$ cat src/rtl/loop_pkg.sv
// ---------------------------------------------------------------------------
// loop_pkg : width defaults and mul/add select encodings shared with the
//            upstream loop controller.   rev 1.0
// ---------------------------------------------------------------------------
`default_nettype none

package loop_pkg;

    localparam int DATA_W_DEFAULT = 32;
    localparam int ADDR_W_DEFAULT = 10;

    // mul_sel encodings
    localparam logic [1:0] SEL_PASS = 2'b00;
    localparam logic [1:0] SEL_X2   = 2'b01;
    localparam logic [1:0] SEL_X5   = 2'b10;
    localparam logic [1:0] SEL_CXS  = 2'b11;

    // add_sel encodings; 2'b10 aliases ADD_AP
    localparam logic [1:0] ADD_PASS = 2'b00;
    localparam logic [1:0] ADD_AP   = 2'b01;
    localparam logic [1:0] ADD_AB   = 2'b11;

endpackage

`default_nettype wire

$ cat src/rtl/loop_alu.sv
// ---------------------------------------------------------------------------
// loop_alu : combinational multiply/add result selection for loop_datapath.
//            rev 1.0
// ---------------------------------------------------------------------------
`default_nettype none

module loop_alu
    import loop_pkg::*;
#(
    parameter int DATA_W = DATA_W_DEFAULT
) (
    input  logic [DATA_W-1:0] reg_a,
    input  logic [DATA_W-1:0] reg_b,
    input  logic [DATA_W-1:0] reg_c,
    input  logic [DATA_W-1:0] reg_p,
    input  logic [DATA_W-1:0] reg_s,
    input  logic [1:0]        mul_sel,
    input  logic [1:0]        add_sel,
    output logic [DATA_W-1:0] mul_result,
    output logic [DATA_W-1:0] add_result
);

    logic [DATA_W-1:0] cxs;

    // Product keeps only the low DATA_W bits (modulo 2^DATA_W).
    assign cxs = reg_c * reg_s;

    always_comb begin
        mul_result = reg_b;
        case (mul_sel)
            SEL_PASS: mul_result = reg_b;
            SEL_X2:   mul_result = reg_b << 1;
            SEL_X5:   mul_result = reg_b + (reg_b << 2);
            SEL_CXS:  mul_result = cxs;
            default:  mul_result = reg_b;
        endcase
    end

    always_comb begin
        add_result = reg_a;
        case (add_sel)
            ADD_PASS: add_result = reg_a;
            ADD_AB:   add_result = reg_a + reg_b;
            default:  add_result = reg_a + reg_p;
        endcase
    end

endmodule

`default_nettype wire

$ cat src/rtl/loop_datapath.sv
// ---------------------------------------------------------------------------
// loop_datapath : operand/result registers, element index and guarded store
//                 port for a controller-sequenced loop.   rev 1.0
// ---------------------------------------------------------------------------
`default_nettype none

module loop_datapath
    import loop_pkg::*;
#(
    parameter int DATA_W = DATA_W_DEFAULT,
    parameter int ADDR_W = ADDR_W_DEFAULT
) (
    input  logic              clk,
    input  logic              rst,
    input  logic              load_a_en,
    input  logic              load_b_en,
    input  logic              load_c_en,
    input  logic              mul_en,
    input  logic [1:0]        mul_sel,
    input  logic              add_en,
    input  logic [1:0]        add_sel,
    input  logic              store_c_en,
    input  logic [31:0]       n,
    output logic [ADDR_W-1:0] a_addr,
    output logic [ADDR_W-1:0] b_addr,
    output logic [ADDR_W-1:0] c_addr,
    input  logic [DATA_W-1:0] a_rdata,
    input  logic [DATA_W-1:0] b_rdata,
    input  logic [DATA_W-1:0] c_rdata,
    output logic              c_we,
    output logic [DATA_W-1:0] c_wdata,
    output logic [31:0]       idx,
    output logic              err
);

    logic [DATA_W-1:0] reg_a;
    logic [DATA_W-1:0] reg_b;
    logic [DATA_W-1:0] reg_c;
    logic [DATA_W-1:0] reg_p;
    logic [DATA_W-1:0] reg_s;
    logic [DATA_W-1:0] mul_result;
    logic [DATA_W-1:0] add_result;
    logic              in_range;
    logic              store_ok;
    logic              store_bad;

    loop_alu #(
        .DATA_W (DATA_W)
    ) u_alu (
        .reg_a      (reg_a),
        .reg_b      (reg_b),
        .reg_c      (reg_c),
        .reg_p      (reg_p),
        .reg_s      (reg_s),
        .mul_sel    (mul_sel),
        .add_sel    (add_sel),
        .mul_result (mul_result),
        .add_result (add_result)
    );

    assign in_range  = (idx < n);
    assign store_ok  = store_c_en && in_range;
    assign store_bad = store_c_en && !in_range;

    // Memory reads and the store share the pre-increment index.
    assign a_addr  = idx[ADDR_W-1:0];
    assign b_addr  = idx[ADDR_W-1:0];
    assign c_addr  = idx[ADDR_W-1:0];
    assign c_we    = store_ok && !rst;
    assign c_wdata = reg_p;

    always_ff @(posedge clk) begin
        if (rst) begin
            reg_a <= '0;
            reg_b <= '0;
            reg_c <= '0;
            reg_p <= '0;
            reg_s <= '0;
            idx   <= '0;
            err   <= 1'b0;
        end else begin
            if (load_a_en) reg_a <= a_rdata;
            if (load_b_en) reg_b <= b_rdata;
            if (load_c_en) reg_c <= c_rdata;
            if (mul_en)    reg_p <= mul_result;
            if (add_en)    reg_s <= add_result;
            if (store_ok)  idx   <= idx + 32'd1;
            if (store_bad) err   <= 1'b1;
        end
    end

endmodule

`default_nettype wire

$ cat config.mk
export PLATFORM = sky130hd
export DESIGN_NAME = loop_datapath
export DESIGN_NICKNAME = d
export VERILOG_FILES = /design/src/rtl/loop_pkg.sv /design/src/rtl/loop_alu.sv /design/src/rtl/loop_datapath.sv
export SDC_FILE = /design/constraint.sdc
export NUM_CORES = 2
export LEC_CHECK = 0
export CAP_MARGIN = 40
export CORE_ASPECT_RATIO = 0.9
export CORE_UTILIZATION = 60
export CTS_CLUSTER_SIZE = 8
export DETAILED_ROUTE_END_ITERATION = 6
export PLACE_DENSITY = 0.92
export SYNTH_ARGS = -nofsm -noshare
export SYNTH_HDL_FRONTEND = slang
export SYNTH_SLANG_ARGS = --single-unit
$ cat constraint.sdc
create_clock -name clk -period 8.1 [get_ports clk]
set_input_delay 1.215 -clock clk [delete_from_list [all_inputs] [get_ports clk]]
set_output_delay 1.215 -clock clk [all_outputs]
set_load 0.03 [all_outputs]
# [After elaboration in Yosys (flattened, before gate mapping)]
# Index checks and enable logic that the tools add are counted.
[totals] output_inout_bits=96 input_bits=140 elab_cells=26 regBits=193 n_memories=0 ram_bits=0 latch_bits=0 mem_bits_ro=0
[classes] div=0 bitwise_logic=0 magnitude_cmp=1 eq_ne=4 n_addsub=4 n_mul=1 n_shift=0 n_mux=2 reduce_logical=7
[ops] op="one-hot mux 32 bit (4 select lines)" n=1
[ops] op="adder 32 bit" n=3
[ops] op="one-hot mux 32 bit (2 select lines)" n=1
[ops] op="adder 32 x 1 -> 32 bit (second input constant)" n=1
[ops] op="less-than comparator 32 bit" n=1
[ops] op="multiplier 32 x 32 -> 32 bit" n=1
[ops] op="== test 2 bit (second input constant)" n=3
[ops] op="logical NOT 2 bit" n=2
[ops] op="logical AND 1 bit" n=3
[ops] op="== test 2 x 1 -> 1 bit (second input constant)" n=1
[ops] op="logical NOT 1 bit" n=2

# [Logic depth before layout (Yosys ltp)]
[depth] word_depth=3 ltp_mapped=27

# [Hierarchy]
# Synthesis repeated with hierarchy kept, for this count alone.
[hier_totals] cells_unflattened=3145 hier_area_um2=28312.2
[by_module_without_submodules] mod="loop_alu" n_inst=1 seq_area_each_um2=0.0 area_each_um2=19986.7 cells_each=2278
[by_module_without_submodules] mod="loop_datapath" n_inst=1 seq_area_each_um2=3863.7 area_each_um2=8325.5 cells_each=867

# [Worst setup path after synthesis]
# Ideal clock, no wire load.
[synth_path] kind="register to register" startpoint="register reg_s[3]" endpoint="register reg_p[31], in the netlist c_wdata[31]" t_required_ps=7965 path_stages_with_launch=24 synth_period_minus_slack_ps=6806 setup_slack_ps=1294 arrival_ps=6671 n_path_buf=2 setup_ps=135 path_cell_list="dfxtp_1 clkbuf_1 clkbuf_1 and2_1 fa_1 inv_1 fa_1 fa_1 fa_1 inv_1 fa_1 fa_1 fa_1 fa_1 ha_1 a21o_1 a21o_1 a21oi_1 nand2_1 nor3_1 o31ai_1 a211o_1 a221oi_1 a2111oi_1"
[synth_via] elab_chain_len=2
[synth_rtl] element="from (decl)" line_no="loop_datapath.sv:40" rtl="logic [DATA_W-1:0] reg_s;"
[synth_rtl] element="from (signal assigned)" line_no="loop_datapath.sv:86" rtl="if (add_en) reg_s <= add_result;"
[synth_rtl] element="multiplier 32 x 32 -> 32 bit" line_no="loop_alu.sv:26" rtl="assign cxs = reg_c * reg_s;"
[synth_rtl] element="one-hot mux 32 bit (4 select lines)" line_no="loop_alu.sv:30" rtl="case (mul_sel)"
[synth_rtl] element="to (signal assigned)" line_no="loop_datapath.sv:85" rtl="if (mul_en) reg_p <= mul_result;"
[synth_rtl] element="to (decl)" line_no="loop_datapath.sv:39" rtl="logic [DATA_W-1:0] reg_p;"
# No other way between the ends.
# A chain may end at the register's enable or synchronous reset.

# [Worst setup path in the final report]
[layout_path] startpoint="register reg_s[7]" endpoint="register reg_p[31], in the netlist c_wdata[31]"
# The elaborated chain is that of the path after synthesis.

==> run summary <==
Run status: completed
Hold Path Depth: 2
Total Wirelength: 83.1 mm
Synth Flop Type: dfxtp_1
Grt ovf: 0
Period utilization: 0.951
Slew Viols, Final: 0
Layout area overhead: 12.0%
Die Wd: 230 um
Relative slew slack: 0.299
Die Height: 207 um
Reg clk slew, reported paths: 0.08 ns
Critical Path AT: 8.06 ns
CTS resizes: 0
Combinational share of power: 0.472
Sequential share of power: 0.292
I/O Pins: 236
Initial DRC count: 2417
Clock power frac: 0.236
Die footprint: 0.0478 mm2
Critical Path Max Stage Delay: 0.97 ns
Initial antenna violation count: 0
Power Internal: 2.26 mW
ANT cells: 0
Hold endpoint: reg_s[31]$_SDFFE_PP0P_
Pin count of the biggest net entering global routing: 93
CP endpoint kind: flip-flop
Net Count, Synth: 3927
WP data required: 8.46 ns
Total track usage: 0.354
Largest family of logic cells by synthesized area: adder cells
Root buf cell: clkbuf_16
Worst Tran Pin Value: 1.05 ns
Synth area leader: fa_1
Post-CTS setup buffer count: 0
Final setup fails: 0
WL/cell: 21.3 um
Yosys top cell area share: 0.292
R2r endpoint: c_wdata[31]$_SDFFE_PP0P_
Setup Skew: 0.0212 ns
First-pass DRT Iterations: 7
CP cell instances: and2_1 > fa_1 > fa_1 > fa_1 > inv_1 > fa_1 > inv_1 > fa_1 > inv_1 > fa_1 > inv_1 > fa_1 > fa_1 > ha_1 > and3_1 > nand3_1 > a21oi_1 > nor3_1 > o31ai_1 > a211o_1 > a221oi_1 > a2111oi_1
Mux share of post-synthesis cell area: 0.0731
Syn Area/Cell: 8.90 um2
Ys Warns: 0
GPL Wtd Cong: 1.03
DRC Markers: 0
Dpl hpwl: 64.8 mm
Most used cell along the critical path: fa_1
Initial Util: 0.614
Max-cap violations: 0
Sw power: 1.68 mW
Clock buffer count from CTS: 17
CTS tree: yes
Site Rows: 74
Post-Synthesis Cells: 3162
Core Box Area: 0.0458 mm2
Setup tns final: 0 ns
Synth top area cells: fa_1 29%, dfxtp_1 14%, ha_1 9.6%, and2_1 7.0%, inv_1 5.9%
First-pass GRT wire length: 132 mm
Vias in the first global route: 24800
Hold path start: reg_s[31]$_SDFFE_PP0P_
Crit Path Max Fanout: 26
Worst path top cell family by delay: adder cells
Post-CTS Hold Buffers: 0
LEAKAGE: 15.0 nW
Layout fillers: 3322
Synth Area in Adders: 0.387
Number of buffers and inverters on the critical path: 4
Register area share after synthesis: 0.137
Post-synthesis register bit count: 193
Critical path class: reg -> reg
Post-synth top cells: 440 x inv_1, 410 x fa_1, 330 x nand2_1, 313 x and2_1, 215 x ha_1
Unrepaired setup endpoints after global routing: no
Max clock buf depth: 2
XOR/XNOR Fraction of Synth Area: 0.0419
Tmin final: 7.70 ns
Total power: 3.95 mW
Worst vdd ir: 0.164 mV
Clock insertion delay at the later pin of the skew report: 0.48 ns
NumNets Final: 4042
Reg2reg start: reg_s[7]$_SDFFE_PP0P_
Max Freq: 130 MHz
Final ANT Viol Nets: 0
Net Sw Frac: 0.427
Most common cell in the netlist: inv_1
Number of synthesized flops with an enable pin: 0
Post-synth ARST share: 0
H-tree depth: 4
Via density: 6.12
Kind of start point of the critical path: flip-flop
Slowest-stage cell, CP: dfxtp_1
R2R Setup Slk: 0.40 ns
Simple-gate share of the synthesized area: 0.174
Hold Crit Class: reg -> reg
Cell variety after synth: 71
Clock Sink Count: 193
Syn Std Cell Area: 0.0281 mm2
Ratio of cells with drive above 1 in the final layout: 0.0505
Post-synthesis compound-gate area fraction: 0.0976
Power Density: 125 mW/mm2
Vias after detailed routing: 23900
Critical Path Stages: 22
I/O Buffers: 235
Cell count of the worst reg-to-reg path: 22
Fin. Hold Viols: 0
==> area by class of cell <==
cell class	count	area (um2)	area share
clock buffers	18	439	0.0139
clock inverters	14	179	0.00568
inverters	441	1660	0.0525
multi-input cells	2334	21800	0.691
flip-flops and latches	193	3860	0.123
well taps	608	761	0.0241
repair buffers	290	2840	0.0901
==> worst register-to-register path: stages, from the launching register on <==
cell       delay (ns)
dfxtp_1          0.97
and2_1           0.27
fa_1             0.44
fa_1             0.50
fa_1             0.51
inv_1            0.06
fa_1             0.47
inv_1            0.05
fa_1             0.52
inv_1            0.06
fa_1             0.53
inv_1            0.05
fa_1             0.52
fa_1             0.43
ha_1             0.37
and3_1           0.26
nand3_1          0.13
a21oi_1          0.43
nor3_1           0.18
o31ai_1          0.28
a211o_1          0.18
a221oi_1         0.08
a2111oi_1        0.32
==> cells by family (layout without fill, tap and decap cells) <==
logic type	count (synthesis)	count (layout)
adder cells (fa/ha/maj)	625	625
multiplexers	177	177
buffers and inverters	635	763
AND/OR/NAND/NOR	993	993
XOR/XNOR	133	133
flip-flops	193	193
AO/OA/AOI/OAI	406	406
==> through the flow <==
step | setup slack [ns] | hold slack, ns | cells | util | instance area, um2
after floorplan | 1.29 | 0.446 | 3162 | - | 28100
after global placement | 0.665 | 0.449 | 3855 | 0.670 | 30700
after detailed placement | 0.590 | 0.481 | 3864 | 0.673 | 30900
after CTS | 0.546 | 0.492 | 3896 | 0.687 | 31500
after global routing | 0.129 | 0.525 | 3898 | 0.687 | 31500
final | 0.399 | 0.494 | 3898 | 0.687 | 31500
==> flip-flops by register name, indices dropped and copies added (netlist names) <==
| signal | flops |
|---|---|
| c_wdata | 32 |
| err | 1 |
| idx | 32 |
| reg_a | 32 |
| reg_b | 32 |
| reg_c | 32 |
| reg_s | 32 |
==> power groups by stage <==
stage | clock network (mW) | logic, mW | registers, mW
final | 0.931 | 1.86 | 1.15
after global routing | 0.969 | 2.01 | 1.16
after CTS | 0.922 | 1.81 | 1.15
after detailed placement | 0 | 1.79 | 1.17
after global placement | 0 | 1.70 | 1.17
after floorplan | 0 | 1.23 | 1.11
==> worst max-delay path by stage <==
| stage | slack (ns) | start | end |
|---|---|---|---|
| 6_report | 0.40 | reg_s[7]$_SDFFE_PP0P_ | c_wdata[31]$_SDFFE_PP0P_ |
| 5_1_grt | 0.13 | reg_s[4]$_SDFFE_PP0P_ | c_wdata[29]$_SDFFE_PP0P_ |
| 4_1_cts | 0.55 | reg_s[3]$_SDFFE_PP0P_ | c_wdata[31]$_SDFFE_PP0P_ |
| 3_5_place_dp | 0.59 | reg_s[3]$_SDFFE_PP0P_ | c_wdata[31]$_SDFFE_PP0P_ |
| 3_3_place_gp | 0.67 | reg_s[5]$_SDFFE_PP0P_ | c_wdata[29]$_SDFFE_PP0P_ |
| 2_1_floorplan | 1.29 | reg_s[3]$_SDFFE_PP0P_ | c_wdata[31]$_SDFFE_PP0P_ |
==> cells in the final DEF (no fill, tap or decap), types with 7 or more instances in the layout <==
master	count
a211oi_1	18
o21bai_1	18
or2_2	7
clkbuf_16	17
or4_1	15
a311oi_1	20
nor2b_1	9
a21o_1	53
inv_1	440
a21oi_1	102
o221ai_1	9
o21ai_0	65
buf_4	45
nand3_1	22
a31oi_1	11
nor2_1	197
and2_1	313
nor4_1	7
nand2b_1	13
mux2i_1	120
mux4_2	19
nand2_1	330
nor3_1	15
dfxtp_1	193
clkdlybuf4s50_1	228
ha_1	215
o21a_1	14
mux2_2	38
o31ai_1	23
nand4_1	18
o211ai_1	18
xor2_1	36
fa_1	410
or3_1	18
and3_1	16
xnor2_1	96
a211o_1	7
==> routing by layer <==
| metal | share of wire | global-route usage | up-vias |
|---|---|---|---|
| met5 | 0 | 0 | - |
| met4 | 0.061 | 0.194 | 0 |
| met3 | 0.12 | 0.0880 | 360 |
| met2 | 0.45 | 0.552 | 1567 |
| met1 | 0.37 | 0.451 | 11600 |
| li1 | - | - | 10400 |
Power figures use the tool's default switching activity.
